===== src/rtl/uart_lite_pkg.sv =====
// uart_lite_pkg: uart_lite register map, status bits, response codes and tx-arbiter FSM states.
package uart_lite_pkg;
  localparam logic [31:0] ADDR_RX = 32'h00;
  localparam logic [31:0] ADDR_TX = 32'h04;
  localparam logic [31:0] ADDR_STATUS = 32'h08;
  localparam logic [31:0] ADDR_CONTROL = 32'h0C;
  localparam int STATUS_TXEMPTY = 2;
  localparam int STATUS_TXFULL = 3;
  localparam logic [1:0] RESP_OKAY = 2'b00;
  localparam logic [1:0] RESP_SLVERR = 2'b10;
  typedef enum logic [2:0] {S_IDLE, S_RD_ADDR, S_RD_DATA, S_GAP, S_WR, S_WR_RESP} state_t;
endpackage


===== src/rtl/uart_tx_arb_rr_arbiter.sv =====
// rr_arbiter: combinational round-robin pick, searching from last_i+1 modulo N.
module rr_arbiter #(
  parameter int N = 2
) (
  input  logic [N-1:0] valid_i,
  input  logic [1:0]   last_i,
  output logic         any_o,
  output logic [1:0]   grant_o
);
  logic [3:0] v;
  logic [1:0] idx;
  always_comb begin
    v = 4'(valid_i);
    idx = '0;
    any_o = 1'b0;
    grant_o = last_i;
    // descending scan so the nearest candidate after last_i is written last
    for (int k = N; k >= 1; k--) begin
      idx = 2'((int'(last_i) + k) % N);
      if (v[idx]) begin
        any_o = 1'b1;
        grant_o = idx;
      end
    end
  end
endmodule


===== src/rtl/uart_tx_arb.sv =====
// uart_tx_arb: round-robin byte scheduler driving uart_lite over AXI-Lite (poll STATUS, write TX).
// Optional drop-on-timeout behaviour is enabled with UART_TX_ARB_TIMEOUT_EN.
module uart_tx_arb
  import uart_lite_pkg::*;
#(
  parameter int NUM_REQ = 2,
  parameter int POLL_GAP = 16,
  parameter int POLL_LIMIT = 4096
) (
  input  logic                 clk_i,
  input  logic                 rst_ni,
  input  logic [NUM_REQ-1:0]   req_valid_i,
  input  logic [8*NUM_REQ-1:0] req_data_i,
  output logic [NUM_REQ-1:0]   req_ready_o,
  output logic                 m_awvalid_o,
  output logic [31:0]          m_awaddr_o,
  output logic                 m_wvalid_o,
  output logic [31:0]          m_wdata_o,
  output logic [3:0]           m_wstrb_o,
  input  logic                 m_awready_i,
  input  logic                 m_wready_i,
  input  logic                 m_bvalid_i,
  input  logic [1:0]           m_bresp_i,
  output logic                 m_bready_o,
  output logic                 m_arvalid_o,
  output logic [31:0]          m_araddr_o,
  input  logic                 m_arready_i,
  input  logic                 m_rvalid_i,
  input  logic [31:0]          m_rdata_i,
  input  logic [1:0]           m_rresp_i,
  output logic                 m_rready_o,
  output logic                 busy_o,
  output logic [1:0]           grant_o,
  output logic                 err_o
);
`ifdef UART_TX_ARB_TIMEOUT_EN
  localparam bit TIMEOUT_EN = 1'b1;
`else
  localparam bit TIMEOUT_EN = 1'b0;
`endif
  state_t state_q, state_d;
  logic [1:0] grant_q, grant_d, arb_grant;
  logic [7:0] byte_q, byte_d, gap_q, gap_d;
  logic [12:0] poll_q, poll_d;
  logic [31:0] araddr_q, araddr_d, awaddr_q, awaddr_d, wdata_q, wdata_d, data_ext;
  logic [3:0] wstrb_q, wstrb_d;
  logic [NUM_REQ-1:0] req_ready_q, req_ready_d;
  logic arvalid_q, arvalid_d, rready_q, rready_d, awvalid_q, awvalid_d, wvalid_q, wvalid_d;
  logic bready_q, bready_d, busy_q, busy_d, err_q, err_d;
  logic arb_any, retry, ack, limit_hit, unused_rdata;
  rr_arbiter #(.N(NUM_REQ)) u_arb (
    .valid_i(req_valid_i),
    .last_i (grant_q),
    .any_o  (arb_any),
    .grant_o(arb_grant)
  );
  assign data_ext = 32'(req_data_i);
  assign limit_hit = TIMEOUT_EN && (int'(poll_q) + 1 >= POLL_LIMIT);
  assign unused_rdata = ^{m_rdata_i[31:STATUS_TXEMPTY+1], m_rdata_i[STATUS_TXEMPTY-1:0]};
  always_comb begin
    state_d = state_q;
    grant_d = grant_q;
    byte_d = byte_q;
    gap_d = gap_q;
    poll_d = poll_q;
    araddr_d = araddr_q;
    awaddr_d = awaddr_q;
    wdata_d = wdata_q;
    wstrb_d = wstrb_q;
    awvalid_d = 1'b0;
    wvalid_d = 1'b0;
    retry = 1'b0;
    ack = 1'b0;
    err_d = 1'b0;
    case (state_q)
      // the idle cycle carrying a ready pulse is skipped so a stale valid is never re-granted
      S_IDLE: if (arb_any && !(|req_ready_q)) begin
        state_d = S_RD_ADDR;
        grant_d = arb_grant;
        byte_d = data_ext[{arb_grant, 3'b000} +: 8];
        poll_d = '0;
      end
      S_RD_ADDR: if (m_arready_i) state_d = S_RD_DATA;
      S_RD_DATA: if (m_rvalid_i) begin
        if (m_rresp_i == RESP_OKAY && m_rdata_i[STATUS_TXEMPTY]) begin
          state_d = S_WR;
          awvalid_d = 1'b1;
          wvalid_d = 1'b1;
          awaddr_d = ADDR_TX;
          wdata_d = {24'b0, byte_q};
          wstrb_d = 4'h1;
        end else retry = 1'b1;
      end
      S_GAP: begin
        state_d = (gap_q == '0) ? S_RD_ADDR : S_GAP;
        gap_d = (gap_q == '0) ? gap_q : gap_q - 8'd1;
      end
      S_WR: begin
        awvalid_d = awvalid_q & ~m_awready_i;
        wvalid_d = wvalid_q & ~m_wready_i;
        state_d = (awvalid_d || wvalid_d) ? S_WR : S_WR_RESP;
      end
      S_WR_RESP: if (m_bvalid_i) begin
        ack = m_bresp_i == RESP_OKAY;
        retry = m_bresp_i != RESP_OKAY;
        state_d = S_IDLE;
      end
      default: state_d = S_IDLE;
    endcase
    if (retry) begin
      poll_d = (poll_q == '1) ? poll_q : poll_q + 13'd1;
      ack = limit_hit;
      err_d = limit_hit;
      state_d = limit_hit ? S_IDLE : S_GAP;
      gap_d = 8'(POLL_GAP);
    end
    if (state_d == S_RD_ADDR) araddr_d = ADDR_STATUS;
    req_ready_d = ack ? NUM_REQ'(1) << grant_q : '0;
    arvalid_d = state_d == S_RD_ADDR;
    rready_d = state_d == S_RD_DATA;
    bready_d = state_d == S_WR_RESP;
    busy_d = state_d != S_IDLE;
  end
  always_ff @(posedge clk_i or negedge rst_ni) begin
    if (!rst_ni) begin
      state_q <= S_IDLE;
      grant_q <= 2'(NUM_REQ - 1);
      byte_q <= '0;
      gap_q <= '0;
      poll_q <= '0;
      araddr_q <= '0;
      awaddr_q <= '0;
      wdata_q <= '0;
      wstrb_q <= '0;
      req_ready_q <= '0;
      arvalid_q <= 1'b0;
      rready_q <= 1'b0;
      awvalid_q <= 1'b0;
      wvalid_q <= 1'b0;
      bready_q <= 1'b0;
      busy_q <= 1'b0;
      err_q <= 1'b0;
    end else begin
      state_q <= state_d;
      grant_q <= grant_d;
      byte_q <= byte_d;
      gap_q <= gap_d;
      poll_q <= poll_d;
      araddr_q <= araddr_d;
      awaddr_q <= awaddr_d;
      wdata_q <= wdata_d;
      wstrb_q <= wstrb_d;
      req_ready_q <= req_ready_d;
      arvalid_q <= arvalid_d;
      rready_q <= rready_d;
      awvalid_q <= awvalid_d;
      wvalid_q <= wvalid_d;
      bready_q <= bready_d;
      busy_q <= busy_d;
      err_q <= err_d;
    end
  end
  assign req_ready_o = req_ready_q;
  assign m_arvalid_o = arvalid_q;
  assign m_araddr_o = araddr_q;
  assign m_rready_o = rready_q;
  assign m_awvalid_o = awvalid_q;
  assign m_awaddr_o = awaddr_q;
  assign m_wvalid_o = wvalid_q;
  assign m_wdata_o = wdata_q;
  assign m_wstrb_o = wstrb_q;
  assign m_bready_o = bready_q;
  assign busy_o = busy_q;
  assign grant_o = grant_q;
  assign err_o = err_q;
endmodule


===== config.mk =====
export PLATFORM = sky130hd
export DESIGN_NAME = uart_tx_arb
export DESIGN_NICKNAME = d
export VERILOG_FILES = /design/src/rtl/uart_lite_pkg.sv /design/src/rtl/uart_tx_arb_rr_arbiter.sv /design/src/rtl/uart_tx_arb.sv
export SDC_FILE = /design/constraint.sdc
export NUM_CORES = 1
export LEC_CHECK = 0
export ABC_AREA = 0
export BUFFER_PORTS_ARGS = -buffer_cell sky130_fd_sc_hd__buf_4
export CORE_MARGIN = 8
export CORE_UTILIZATION = 43
export DETAILED_ROUTE_END_ITERATION = 16
export HOLD_SLACK_MARGIN = 0.1
export PLACE_DENSITY = 0.82
export REMOVE_ABC_BUFFERS = 1
export SYNTH_ARGS = -nofsm -noshare
export SYNTH_HDL_FRONTEND = slang
export SYNTH_SLANG_ARGS = --single-unit

===== constraint.sdc =====
create_clock -name clk_i -period 1.75 [get_ports clk_i]
set_input_delay 0.0875 -clock clk_i [delete_from_list [all_inputs] [get_ports clk_i]]
set_output_delay 0.0875 -clock clk_i [all_outputs]
set_load 0.05 [all_outputs]

==> metrics.md <==
| Metric | Value |
|---|---|
| Worst path slowest cell | `or4b_1` |
| P&R area growth vs syn | `13.0%` |
| CTS Buf Count | `5` |
| Starting DRC count in detailed routing | `106` |
| Pint | `2.47 mW` |
| Die ar. | `8780 sq um` |
| Hold Path Class | `primary input to register` |
| Fraction of registers with async set/reset | `100%` |
| First-pass DRT Iterations | `4` |
| Ant diodes | `0` |
| VDD IR-drop max | `0.000807 V` |
| Post-Synthesis Cells | `256` |
| Multiplexer share of the synthesized area | `7.86%` |
| Number of synthesized flops with an enable pin | `0` |
| CTS Sinks | `39` |
| F_max | `0.600 GHz` |
| Cells after DPL | `383` |
| Net Sw Power | `2.25 mW` |
| Die Span Y | `93.7 um` |
| Ranking of synthesized cells by area | `dfrtp_1 37%, buf_4 27%, mux2i_1 3.9%` |
| RSZ-0062 raised after global routing | `true` |
| PD cells | `1610 nW/um^2` |
| DIE WIDTH | `93.7 um` |
| Power Total | `4.72 mW` |
| Cell with the most instances after synthesis | `buf_4` |
| Yosys top cell area share | `36.6%` |
| Layout cells sized above 1 | `31.9%` |
| Worst Path Required | `1.97 ns` |
| Outcome | `complete, no violations` |
| Endpoints failing setup | `0` |
| Global Route Usage Sum | `11.5%` |
| Routed WL | `5410 um` |
| Critical path type | `register to register` |
| R2r worst-path depth | `5` |
| Drt drc | `0` |
| Pin count of the biggest net entering global routing | `40` |
| Post-synthesis sequential area ratio | `37.6%` |
| Flop pwr share | `32.4%` |
| Synth Area in Compound Gates | `8.24%` |
| Main combinational cell family by area after synthesis | `buffers and inverters` |
| Setup TNS | `0 ns` |
| Initial Util | `44.1%` |
| Root Buffer | `clkbuf_8` |
| Max-Cap Viols | `0` |
| Worst EP arrival | `1.89 ns` |
| Antenna viol nets, final | `0` |
| Largest area contributor in the netlist | `dfrtp_1` |
| Static leakage | `1.47 nW` |
| Switching Share | `47.7%` |
| Io pins | `172` |
| Initial antenna violation count | `0` |
| Max_slew headroom | `61.7%` |
| Post-CTS Setup Inserts | `0` |
| Core ar. | `5890 sq um` |
| Setup Skew | `0.00562 ns` |
| Hold Path Cell Cnt | `3` |
| Clock Pin Slew Worst Setup and Hold Paths | `0.07 ns` |
| Final net count | `382` |
| Worst setup SP type | `register` |
| Crit Path Max Fanout | `4` |
| Vias | `1710` |
| Clock Tree Buf Depth | `2` |
| Gr ovfl total | `0` |
| Gp weighted congestion | `0.811` |
| Worst path max stage delay | `0.48 ns` |
| Clock power share | `13.7%` |
| Vias/cell | `4.33` |
| Period utilisation layout | `95.3%` |
| #FFs+latches synth | `39` |
| Post-synthesis adder-cell area fraction | `0.964%` |
| Core Rows | `28` |
| Synth unique cells | `48` |
| Avg Inst Size Synth | `10.1 sq um` |
| CP Capture Type | `register` |
| Post-Synthesis Cell Area | `2600 sq um` |
| Vias in the first global route | `1700` |
| First-pass GRT wire length | `8140 um` |
| Post-synthesis simple-gate area fraction | `14.7%` |
| Dpl hpwl | `4440 um` |
| Logic pwr share | `53.9%` |
| CTS tree | `yes` |
| H-tree Lvls | `2` |
| Avg WL per Cell | `13.7 um` |
| Worst-path cell chain | `inv_1 > ha_2 > or4b_1 > o221a_2 > o21bai_2` |
| IO Port Bufs | `50` |
| Post-synth top cells | `92 x buf_4, 38 x dfrtp_1, 24 x nor2_1` |
| Final Hold Fails | `0` |
| Clk Latency, worst-skew pair | `0.28 ns` |
| Slew @ Worst Pin | `0.569 ns` |
| Final Non-Filler Cells | `395` |
| Min Tclk post-route | `1.67 ns` |
| Yosys Warn Count | `0` |
| Predominant post-synthesis flop cell | `dfrtp_1` |
| XOR/XNOR Fraction of Synth Area | `1.69%` |
| Final slew viol count | `0` |
## cells by family after synthesis
logic type | Yosys count
simple gates | 62
other cells | 1
buf+inv | 103
xor+xnor | 5
compound gates | 25
fa+ha+maj | 2
mux | 19
flops | 39
## timing repair
item,CTS,global route
hold endpoints to repair,41,0
setup endpoints to repair,0,9
hold buffers,4,0
gates resized for setup,0,7
## through the flow
step	utilization (%)	hold WS (ns)	worst slack [ns]	instance area, sq um
6_report	49.9	0.105	0.0831	2930
5_1_grt	49.9	0.101	-0.00103	2930
4_1_cts	49.2	0.101	0.0542	2890
3_5_place_dp	46.8	0.0848	0.0782	2750
3_3_place_gp	46.8	0.0752	0.123	2750
2_1_floorplan	-	-0.208	-0.276	2210
## state kept, by name, summed over array words and instances (netlist names)
register,cells
byte_q,8
gap_q,8
m_wdata_o,8
state_q,3
grant_o,2
req_ready_o,2
busy_o,1
m_araddr_o,1
m_arvalid_o,1
m_awvalid_o,1
m_bready_o,1
m_rready_o,1
m_wstrb_o,1
m_wvalid_o,1
## worst paths after layout
check                               start             to  slack, ns
hold / removal             req_data_i[13]      byte_q[5]       0.11
hold reg to reg             m_araddr_o[3]  m_araddr_o[3]       0.48
setup reg to reg                 gap_q[0]  m_araddr_o[3]       0.08
setup / recovery                 gap_q[0]  m_araddr_o[3]       0.08
min in group asynchronous          rst_ni      byte_q[4]       0.31
max in group asynchronous          rst_ni     state_q[0]       1.08
## per-layer routing
metal	global-route usage (%)	routed length, um
met5	0	0
met3	3.84	706
met2	19.3	2640
met4	4.62	62
met1	13.3	2000
## critical path: cells and delay by family, from the launching register on
family          cells  cell delay [ns]
buf+inv             1             0.09
fa+ha+maj           1             0.20
compound gates      2             0.43
flops               1             0.41
simple gates        1             0.48
## layout by cell type (no fill, tap or decap), drive strengths merged, types with 3 or more instances in the layout
master	Yosys	routed
nor2	26	26
dlygate4sd3	0	4
inv	8	8
xnor2	5	5
mux2i	11	11
dfrtp	38	38
a21oi	12	12
mux2	8	8
conb	1	90
nor3	4	4
nand3	3	3
buf	95	58
nand2b	4	4
nand3b	3	3
nand2	3	3
clkbuf	0	8
## layout make-up
cell class | instances | area (sq um)
Clock buffer | 8 | 100
Fill cell | 514 | 2950
Inverter | 8 | 30.0
Multi-Input combinational cell | 203 | 1240
Sequential cell | 39 | 978
Tap cell | 75 | 93.8
Timing Repair Buffer | 62 | 488
## power groups by stage
stage          Clock [mW]  Sequential, mW  Combinational [mW]
2_1_floorplan           0            2.01                1.35
3_3_place_gp            0            1.50                2.42
3_5_place_dp            0            1.53                2.47
4_1_cts             0.663            1.52                2.48
5_1_grt             0.713            1.57                2.73
6_report            0.646            1.53                2.55
(Power assumes the default switching activity.)
